$ cat config.mk
export PLATFORM = sky130hd
export DESIGN_NAME = seq_step_ctrl_flat
export DESIGN_NICKNAME = d
export VERILOG_FILES = /design/src/rtl/seq_step_ctrl_if.sv /design/src/rtl/seq_step_ctrl.sv /design/src/flat_wrapper.sv
export SDC_FILE = /design/constraint.sdc
export NUM_CORES = 1
export LEC_CHECK = 0
export BUFFER_PORTS_ARGS = -buffer_cell sky130_fd_sc_hd__clkbuf_2
export CORE_ASPECT_RATIO = 0.5
export CORE_MARGIN = 1.5
export CORE_UTILIZATION = 40
export CTS_CLUSTER_DIAMETER = 200
export DETAILED_ROUTE_END_ITERATION = 12
export GPL_TIMING_DRIVEN = 0
export SYNTH_ARGS = -nofsm -noshare
export SYNTH_HDL_FRONTEND = slang
export SYNTH_SLANG_ARGS = --single-unit
$ cat constraint.sdc
create_clock -name clk -period 4.8 [get_ports clk]
set_clock_uncertainty 0.15 [all_clocks]
set_input_delay 0.96 -clock clk [delete_from_list [all_inputs] [get_ports clk]]
set_output_delay 0.96 -clock clk [all_outputs]
set_load 0.1 [all_outputs]
$ cat src/rtl/seq_step_ctrl_if.sv
// Purpose  : bundles the step sequencer's control, pattern and detector signals.
// Latency  : n/a (signal bundle only).
// Backpress: none; the controller consumes every input each cycle.
// Ports    : master = the side that drives mode/button/pattern/start/abort/det_in,
//            slave  = seq_step_ctrl, which drives step/bit_out/busy/done/idx/match_cnt.
interface seq_step_ctrl_if #(
  parameter int PAT_LEN = 16,
  parameter int LEN_W   = 5,
  parameter int CNT_W   = 8
);
  logic               mode;
  logic               btn_next;
  logic               sw_in;
  logic [PAT_LEN-1:0] pattern;
  logic [LEN_W-1:0]   len;
  logic               start;
  logic               abort;
  logic               det_in;
  logic               step;
  logic               bit_out;
  logic               busy;
  logic               done;
  logic [LEN_W-1:0]   idx;
  logic [CNT_W-1:0]   match_cnt;

  modport master (
    output mode, btn_next, sw_in, pattern, len, start, abort, det_in,
    input  step, bit_out, busy, done, idx, match_cnt
  );

  modport slave (
    input  mode, btn_next, sw_in, pattern, len, start, abort, det_in,
    output step, bit_out, busy, done, idx, match_cnt
  );
endinterface

$ cat src/rtl/seq_step_ctrl.sv
// Purpose  : step/bit sequencer for a sequence detector; manual (debounced button + switch)
//            or auto (timed replay of a pattern LSB-first), counting detector hits per step.
// Latency  : auto steps land STEP_DIV cycles apart starting STEP_DIV cycles after start;
//            manual step fires the cycle the debounced button level rises.
// Backpress: none; start/button events outside IDLE are dropped, abort ends a run at once.
// Ports    : clk, reset (async, active-low), bus (seq_step_ctrl_if.slave).
module seq_step_ctrl #(
  parameter int PAT_LEN   = 16,
  parameter int LEN_W     = 5,
  parameter int STEP_DIV  = 4,
  parameter int DB_CYCLES = 8,
  parameter int CNT_W     = 8
) (
  input  logic        clk,
  input  logic        reset,
  seq_step_ctrl_if.slave bus
);

  localparam int DIV_W = $clog2(STEP_DIV);
  localparam int DB_W  = $clog2(DB_CYCLES + 1);
  localparam logic [DIV_W-1:0] DIV_LAST = DIV_W'(STEP_DIV - 1);
  localparam logic [DB_W-1:0]  DB_LAST  = DB_W'(DB_CYCLES - 1);
  localparam logic [LEN_W-1:0] LEN_MAX  = LEN_W'(PAT_LEN);

  typedef enum logic [1:0] {S_IDLE, S_RUN, S_SAMPLE, S_DONE} state_t;

  state_t             state_q, state_d;
  logic               busy_q;
  logic [DIV_W-1:0]   div_q;
  logic [LEN_W-1:0]   idx_q;
  logic [LEN_W-1:0]   len_q;
  logic [PAT_LEN-1:0] pattern_q;
  logic [CNT_W-1:0]   cnt_q;
  logic               bit_q;

  // button synchroniser and debouncer
  logic               sync1_q, sync2_q;
  logic               db_level_q, db_prev_q;
  logic [DB_W-1:0]    db_cnt_q;
  logic               db_rise;

  logic               start_ok;
  logic               step_c;
  logic               done_c;
  logic [LEN_W-1:0]   idx_inc;
  logic [LEN_W-1:0]   len_clamp;

  // Shift rather than index so an idx equal to PAT_LEN reads 0 instead of out of range.
  function automatic logic pat_bit(input logic [PAT_LEN-1:0] p, input logic [LEN_W-1:0] i);
    logic [PAT_LEN-1:0] s;
    s = p >> i;
    return s[0];
  endfunction

  assign idx_inc   = idx_q + LEN_W'(1);
  assign len_clamp = (bus.len > LEN_MAX) ? LEN_MAX : bus.len;
  assign db_rise   = db_level_q & ~db_prev_q;

  always_ff @(posedge clk or negedge reset) begin
    if (!reset) begin
      sync1_q    <= 1'b0;
      sync2_q    <= 1'b0;
      db_level_q <= 1'b0;
      db_prev_q  <= 1'b0;
      db_cnt_q   <= '0;
    end else begin
      sync1_q   <= bus.btn_next;
      sync2_q   <= sync1_q;
      db_prev_q <= db_level_q;
      // Count consecutive samples that disagree with the accepted level; any
      // agreeing sample (a bounce back) restarts the count.
      if (sync2_q == db_level_q) begin
        db_cnt_q <= '0;
      end else if (db_cnt_q == DB_LAST) begin
        db_level_q <= sync2_q;
        db_cnt_q   <= '0;
      end else begin
        db_cnt_q <= db_cnt_q + DB_W'(1);
      end
    end
  end

  always_ff @(posedge clk or negedge reset) begin
    if (!reset) state_q <= S_IDLE;
    else        state_q <= state_d;
  end

  always_comb begin
    state_d  = state_q;
    step_c   = 1'b0;
    done_c   = 1'b0;
    start_ok = 1'b0;
    case (state_q)
      S_IDLE: begin
        if (bus.start && bus.mode && (bus.len != '0)) begin
          start_ok = 1'b1;
          state_d  = S_RUN;
        end else if (!bus.mode && db_rise) begin
          step_c  = 1'b1;
          state_d = S_SAMPLE;
        end
      end
      S_RUN: begin
        // abort wins over a step due in the same cycle
        if (bus.abort) begin
          state_d = S_IDLE;
        end else if (div_q == DIV_LAST) begin
          step_c  = 1'b1;
          state_d = S_SAMPLE;
        end
      end
      S_SAMPLE: begin
        // a manual step (busy low) always returns straight to IDLE
        if (bus.abort || !busy_q)  state_d = S_IDLE;
        else if (idx_inc == len_q) state_d = S_DONE;
        else                       state_d = S_RUN;
      end
      S_DONE: begin
        done_c  = 1'b1;
        state_d = S_IDLE;
      end
      default: state_d = S_IDLE;
    endcase
  end

  always_ff @(posedge clk or negedge reset) begin
    if (!reset) begin
      busy_q    <= 1'b0;
      div_q     <= '0;
      idx_q     <= '0;
      len_q     <= '0;
      pattern_q <= '0;
      cnt_q     <= '0;
      bit_q     <= 1'b0;
    end else begin
      busy_q <= start_ok | (busy_q & (state_d != S_IDLE));

      if (start_ok) begin
        pattern_q <= bus.pattern;
        len_q     <= len_clamp;
        idx_q     <= '0;
        div_q     <= '0;
        cnt_q     <= '0;
      end else if (busy_q && (state_q == S_RUN || state_q == S_SAMPLE)) begin
        // the divider keeps running through SAMPLE so steps stay evenly spaced
        div_q <= (div_q == DIV_LAST) ? '0 : div_q + DIV_W'(1);
      end

      // the sample still completes in an abort cycle; only the next state changes
      if (state_q == S_SAMPLE) begin
        if (bus.det_in && (cnt_q != '1)) cnt_q <= cnt_q + CNT_W'(1);
        if (busy_q) idx_q <= idx_inc;
      end

      // bit_out is registered so it is settled at least one cycle before each step
      case (state_q)
        S_IDLE:   bit_q <= start_ok ? bus.pattern[0] : bus.sw_in;
        S_SAMPLE: bit_q <= busy_q ? pat_bit(pattern_q, idx_inc) : bus.sw_in;
        default:  bit_q <= bit_q;
      endcase
    end
  end

  assign bus.step      = step_c;
  assign bus.bit_out   = bit_q;
  assign bus.busy      = busy_q;
  assign bus.done      = done_c;
  assign bus.idx       = idx_q;
  assign bus.match_cnt = cnt_q;

endmodule

$ cat src/flat_wrapper.sv
// flat-port wrapper written by rule: the top's interface ports become plain ports
module seq_step_ctrl_flat 
#(
  parameter int PAT_LEN   = 16,
  parameter int LEN_W     = 5,
  parameter int STEP_DIV  = 4,
  parameter int DB_CYCLES = 8,
  parameter int CNT_W     = 8
)
  (clk, reset, bus_mode, bus_btn_next, bus_sw_in, bus_pattern, bus_len, bus_start, bus_abort, bus_det_in, bus_step, bus_bit_out, bus_busy, bus_done, bus_idx, bus_match_cnt);
  seq_step_ctrl_if #(.PAT_LEN(PAT_LEN), .LEN_W(LEN_W), .CNT_W(CNT_W)) bus_i ();
  input  logic clk;
  input  logic reset;
  input wire logic [$bits(bus_i.mode)-1:0] bus_mode;
  input wire logic [$bits(bus_i.btn_next)-1:0] bus_btn_next;
  input wire logic [$bits(bus_i.sw_in)-1:0] bus_sw_in;
  input wire logic [$bits(bus_i.pattern)-1:0] bus_pattern;
  input wire logic [$bits(bus_i.len)-1:0] bus_len;
  input wire logic [$bits(bus_i.start)-1:0] bus_start;
  input wire logic [$bits(bus_i.abort)-1:0] bus_abort;
  input wire logic [$bits(bus_i.det_in)-1:0] bus_det_in;
  output wire logic [$bits(bus_i.step)-1:0] bus_step;
  output wire logic [$bits(bus_i.bit_out)-1:0] bus_bit_out;
  output wire logic [$bits(bus_i.busy)-1:0] bus_busy;
  output wire logic [$bits(bus_i.done)-1:0] bus_done;
  output wire logic [$bits(bus_i.idx)-1:0] bus_idx;
  output wire logic [$bits(bus_i.match_cnt)-1:0] bus_match_cnt;
  assign bus_i.mode = bus_mode;
  assign bus_i.btn_next = bus_btn_next;
  assign bus_i.sw_in = bus_sw_in;
  assign bus_i.pattern = bus_pattern;
  assign bus_i.len = bus_len;
  assign bus_i.start = bus_start;
  assign bus_i.abort = bus_abort;
  assign bus_i.det_in = bus_det_in;
  assign bus_step = bus_i.step;
  assign bus_bit_out = bus_i.bit_out;
  assign bus_busy = bus_i.busy;
  assign bus_done = bus_i.done;
  assign bus_idx = bus_i.idx;
  assign bus_match_cnt = bus_i.match_cnt;
  seq_step_ctrl #(.PAT_LEN(PAT_LEN), .LEN_W(LEN_W), .STEP_DIV(STEP_DIV), .DB_CYCLES(DB_CYCLES), .CNT_W(CNT_W)) u_core (.clk(clk), .reset(reset), .bus(bus_i));
endmodule
Yosys cells after proc, flatten, opt, wreduce, memory -nomap -nowiden
Index checks and enable logic that the tools add are counted.
W data, S select, Z words.
{ "totals": {"wordCells": 77, "ram_bits": 0, "output_inout_bits": 17, "reg_bits": 48, "latch_bits": 0, "memories": 0, "romBits": 0} }
{ "classes": {"n_mux": 30, "mul": 0, "order_cmp": 1, "eq_ne": 8, "n_shift": 1, "addsub": 4, "div": 0, "n_reduce_logical": 15, "bitwise_logic": 5} }
{ "op_table": {"columns": ["op", "n"], "rows": [
  ["$mux W8", 3],
  ["$mux W5", 4],
  ["$mux W2", 9],
  ["$shr A16 B5 Y1", 1],
  ["$mux W1", 9],
  ["$add A8 B1 Y8 const B", 1],
  ["$mux W4", 2],
  ["$ne A8 B8 Y1 const B", 1],
  ["$pmux W2 S4", 1],
  ["$eq A2 B2 Y1 const B", 3],
  ["$reduce_bool A2 Y1", 3],
  ["$add A5 B1 Y5 const B", 1],
  ["$eq A5 B5 Y1", 1],
  ["$gt A5 B5 Y1 const B", 1],
  ["$logic_and A1 B1 Y1", 5],
  ["$reduce_bool A5 Y1", 1],
  ["$add A4 B1 Y4 const B", 1],
  ["$eq A4 B3 Y1 const B", 1],
  ["$pmux W1 S2", 2],
  ["$add A2 B1 Y2 const B", 1],
  ["$and A1 B1 Y1", 2],
  ["$eq A2 B1 Y1 const B", 1],
  ["$logic_not A1 Y1", 2],
  ["$logic_not A2 Y1", 1],
  ["5 further kinds", 7]
]} }

Logic depth before layout (Yosys ltp)
{ "logic_depth": {"word_depth": 9, "mapped_depth": 8, "ltp_nobuf": 7} }

Worst setup path after synthesis
Ideal clock, no wire load.
{ "synth_timing": {"path_type": "input to output", "from": "input port bus_abort", "to": "output port bus_step", "slack_ps": 617, "required_time_ps": 3690, "stages": 1, "path_buffers": 0, "arrival_ps": 3073, "cell_sequence": "o21ai_0"} }
{ "synth_via": {"elab_chain_cells": 2} }
{ "synth_rtl": {"columns": ["element", "line_no", "text"], "rows": [
  ["start: declaration", "flat_wrapper.sv:20", "input wire logic [$bits(bus_i.abort)-1:0] bus_abort;"],
  ["$mux W1", "seq_step_ctrl.sv:105", "if (bus.abort) begin"],
  ["$pmux W1 S2", "seq_step_ctrl.sv:93", "case (state_q)"],
  ["end: declaration", "flat_wrapper.sv:22", "output wire logic [$bits(bus_i.step)-1:0] bus_step;"]
]} }
Every way passes these cells.

Worst setup path in the final report
{ "layout_timing": {"from": "input port bus_mode", "to": "output port bus_step"} }
{ "layout_via": {"elab_chain_cells": 5, "word_cells_on_any_way": 7, "cone_classes": "3 x mux; 4 x reduce/logical"} }
{ "layout_rtl": {"columns": ["element", "line_no", "text"], "rows": [
  ["start: declaration", "flat_wrapper.sv:14", "input wire logic [$bits(bus_i.mode)-1:0] bus_mode;"],
  ["$logic_not A1 Y1", "seq_step_ctrl.sv:98", "end else if (!bus.mode && db_rise) begin"],
  ["$logic_and A1 B1 Y1", "seq_step_ctrl.sv:98", null],
  ["$mux W1", "seq_step_ctrl.sv:98", null],
  ["$mux W1 *", "seq_step_ctrl.sv:95", "if (bus.start && bus.mode && (bus.len != '0)) begin"],
  ["$pmux W1 S2 *", "seq_step_ctrl.sv:93", null]
]} }
Every way passes the cells marked *; elsewhere a longest branch is shown, timed or not.

==> results.toml <==
[outcome]
status = "finished, violations left"
violations = "design-rule violations"

[power_and_ir_drop]
power_leakage_nw = 1.43
peakVddDrop_v = 0.000214
pwr-share-clk_pct = 23.5
p_comb_share_pct = 35.3
p_per_area_nw_per_um2 = 521
seqPwrFrac_pct = 41.1
switchingPower_uw = 561
swShare_pct = 37.6
p_int_uw = 931

[clock_tree]
clock-sinks = 48
post_cts_buffers = 0
htree_num_levels = 2
clk_latency_ns = 0.29
cts-root-buf = "clkbuf_16"
cts_buffers = 5
hold_buffers = 0
path_clk_slew_ns = 0.06
cts_resized = 0
tritoncts = "built"
ctsLongestPathBuffers = 2

[sta]
finalHoldViolations = 0
rsz0062_at_grt = "false"
fin_setup_tns_ns = 0
fin_ws_ns = 1.45
maxSlewViolCount = 0
worstMarginPinSlew_ns = 0.550
whs_ns = 0.198
min_period_ns = 3.35
relSlewSlack_pct = 63.5
max_freq_mhz = 299
setup_viol = 0
finalCritPeriodShare_pct = 69.7

[place]
gp_congestion = 0.766
hpwl_mm = 3.72
io_buffers = 45
place_ws_ns = 1.50

[grt]
track_usage_pct = 17.0
antenna_found_initial = 0
grt_pass1_wl_mm = 8.61
grt_max_degree = 49
grt_pass1_vias = 1814
grt_overflow = 0

[layout]
fillers = 526
layout.area.seq_sq_um = 1200
drive_gt1_share_pct = 23.3
syn2layout_area_growth_pct = 20.3
fin_nets = 332
antennaDiodeCount = 0
multi_input_area_sq_um = 1100

[drt]
vias = 1881
antenna_left = 0
drtPass1Iterations = 10
wl_per_cell_microns = 13.7
routed_wl_mm = 5.07
vias_per_cell = 5.10
drc = 2
drt_iter0_markers = 98

[setup_path]
crit_path_start_kind = "input pin"
cp_max_fo = 3
cpPeakStageDelay_ns = 0.49
cpMaxStageDelayCell = "clkbuf_2"
crit_chain = "clkbuf_2 > nor3b_1 > nand2_1 > o21ai_0 > clkbuf_2"
end_kind = "primary output"
cp.arrival_ns = 2.24
crit_top_cell = "clkbuf_2"
cp_data_required_time_ns = 3.69
path_class = "in2out"

[logic_synthesis]
syn_inst = 242
synth_cell_types = 39
ys_ff_latch = 48
synth_area_sq_um = 2380
synth_seq_area_share_pct = 50.4
synth_area_leaders = "dfrtp_1 (50%), nand2_1 (9.8%), ha_1 (4.2%)"
synth_area_per_cell_sq_um = 9.84
synth-edff-count = 0
async_reset_ff_share_pct = 100
synth_top_cell_area_share_pct = 50.4
synth_area_leader_cell = "dfrtp_1"
yosysWarnings = 0
synth_nets = 279
synth_ff_type = "dfrtp_1"

[floorplan]
die_h_microns = 57.6
boundaryPins = 46
rows = 19
dieArea_sq_um = 6460
core_sq_um = 5610
die_width_microns = 112
start_util_pct = 42.5

[run]
max_cap_viol_count = 0

[hold_path]
hp-class = "reg2reg"
## cell usage after synthesis (5+ instances only)
master	n
o21ai_1	8
inv_1	5
nor2_1	11
dfrtp_1	48
xor2_1	8
nand2_1	62
o21ai_0	14
nand2b_1	5
a21oi_1	5
nand3_1	16
ha_1	8
## final timing paths
kind / startpoint / endpoint / slack, ns / depth (start not counted)
worst max-delay path: bus_mode / bus_step / 1.45 / 5
min in group asynchronous: reset / u_core.db_cnt_q[0] / 0.45 / 1
worst max register to register: u_core.state_q[0] / u_core.bus.match_cnt[7] / 2.61 / 8
worst min-delay path: u_core.sync1_q / u_core.sync2_q / 0.20 / 0
max in group asynchronous: reset / u_core.pattern_q[8] / 3.55 / 2
worst min register to register: u_core.sync1_q / u_core.sync2_q / 0.20 / 0
## power groups by stage
stage	clock (mW)	combinational, mW	sequential [mW]
6_report	0.351	0.527	0.614
5_1_grt	0.378	0.585	0.631
4_1_cts	0.359	0.530	0.615
3_5_place_dp	0	0.526	0.622
3_3_place_gp	0	0.518	0.615
2_1_floorplan	0	0.324	0.693
## stage by stage
stage / utilization, % / instance area [sq um] / power [mW] / instances
2_1_floorplan: - / 2380 / 1.02 / 242
3_3_place_gp: 48.1 / 2700 / 1.13 / 360
3_5_place_dp: 48.1 / 2700 / 1.15 / 360
4_1_cts: 50.7 / 2850 / 1.50 / 368
5_1_grt: 51.1 / 2870 / 1.59 / 369
6_report: 51.1 / 2870 / 1.49 / 369
## cell type report
type | count | area share [%]
sequential | 48 | 41.9
multi-input combinational | 178 | 38.5
timing repair buffer | 46 | 8.56
clock buffer | 8 | 5.11
tap | 73 | 3.19
buffer | 10 | 1.97
inverter | 6 | 0.786
## flip-flops by register name, summed over array words and instances, names as in the netlist
signal / flops
u_core.bus.bit_out: 1
u_core.bus.busy: 1
u_core.bus.idx: 5
u_core.bus.match_cnt: 8
u_core.db_cnt_q: 4
u_core.db_level_q: 1
u_core.db_prev_q: 1
u_core.div_q: 2
u_core.len_q: 5
u_core.pattern_q: 16
u_core.state_q: 2
u_core.sync1_q: 1
u_core.sync2_q: 1
## cell usage in the layout, fill, tap and decap left out, types with 2 or more instances in the layout
cell type	instances
mux2_2	3
nor2b_1	2
nand2_1	62
o21ai_1	8
clkbuf_1	6
xnor2_1	3
nor2_1	11
inv_1	5
ha_1	8
xor2_1	8
o31ai_1	3
clkbuf_16	5
nand3_1	16
nor3_1	4
mux4_2	4
dfrtp_1	48
o21ai_0	14
buf_2	4
a31oi_1	2
buf_4	2
mux2i_1	4
o211ai_1	2
nand2b_1	5
clkbuf_2	44
a21oi_1	5
## critical path: cells and delay by family
kind                   cells  cell delay, ns
AOI/OAI and AO/OA          1            0.11
buffers and inverters      2            0.61
and+or+nand+nor            2            0.55
## cells by family after synthesis
kind of cell	after synthesis	share of synthesized area (%)
AO/OA/AOI/OAI	41	11.3
XOR/XNOR	11	4.04
adder cells (fa/ha/maj)	8	4.20
buffers and inverters	16	3.31
flip-flops	48	50.4
multiplexers	11	6.88
AND/OR/NAND/NOR	107	19.9
## metal layers
layer | part of all wire, % | wire length [microns] | vias up | GRT usage, %
li1 | - | - | 944 | -
met1 | 51 | 2590 | 903 | 23.7
met2 | 44 | 2230 | 28 | 27.0
met3 | 4.0 | 201 | 6 | 4.14
met4 | 0.95 | 48 | 0 | 4.34
met5 | 0 | 0 | - | 0
(Power assumes the default switching activity.)
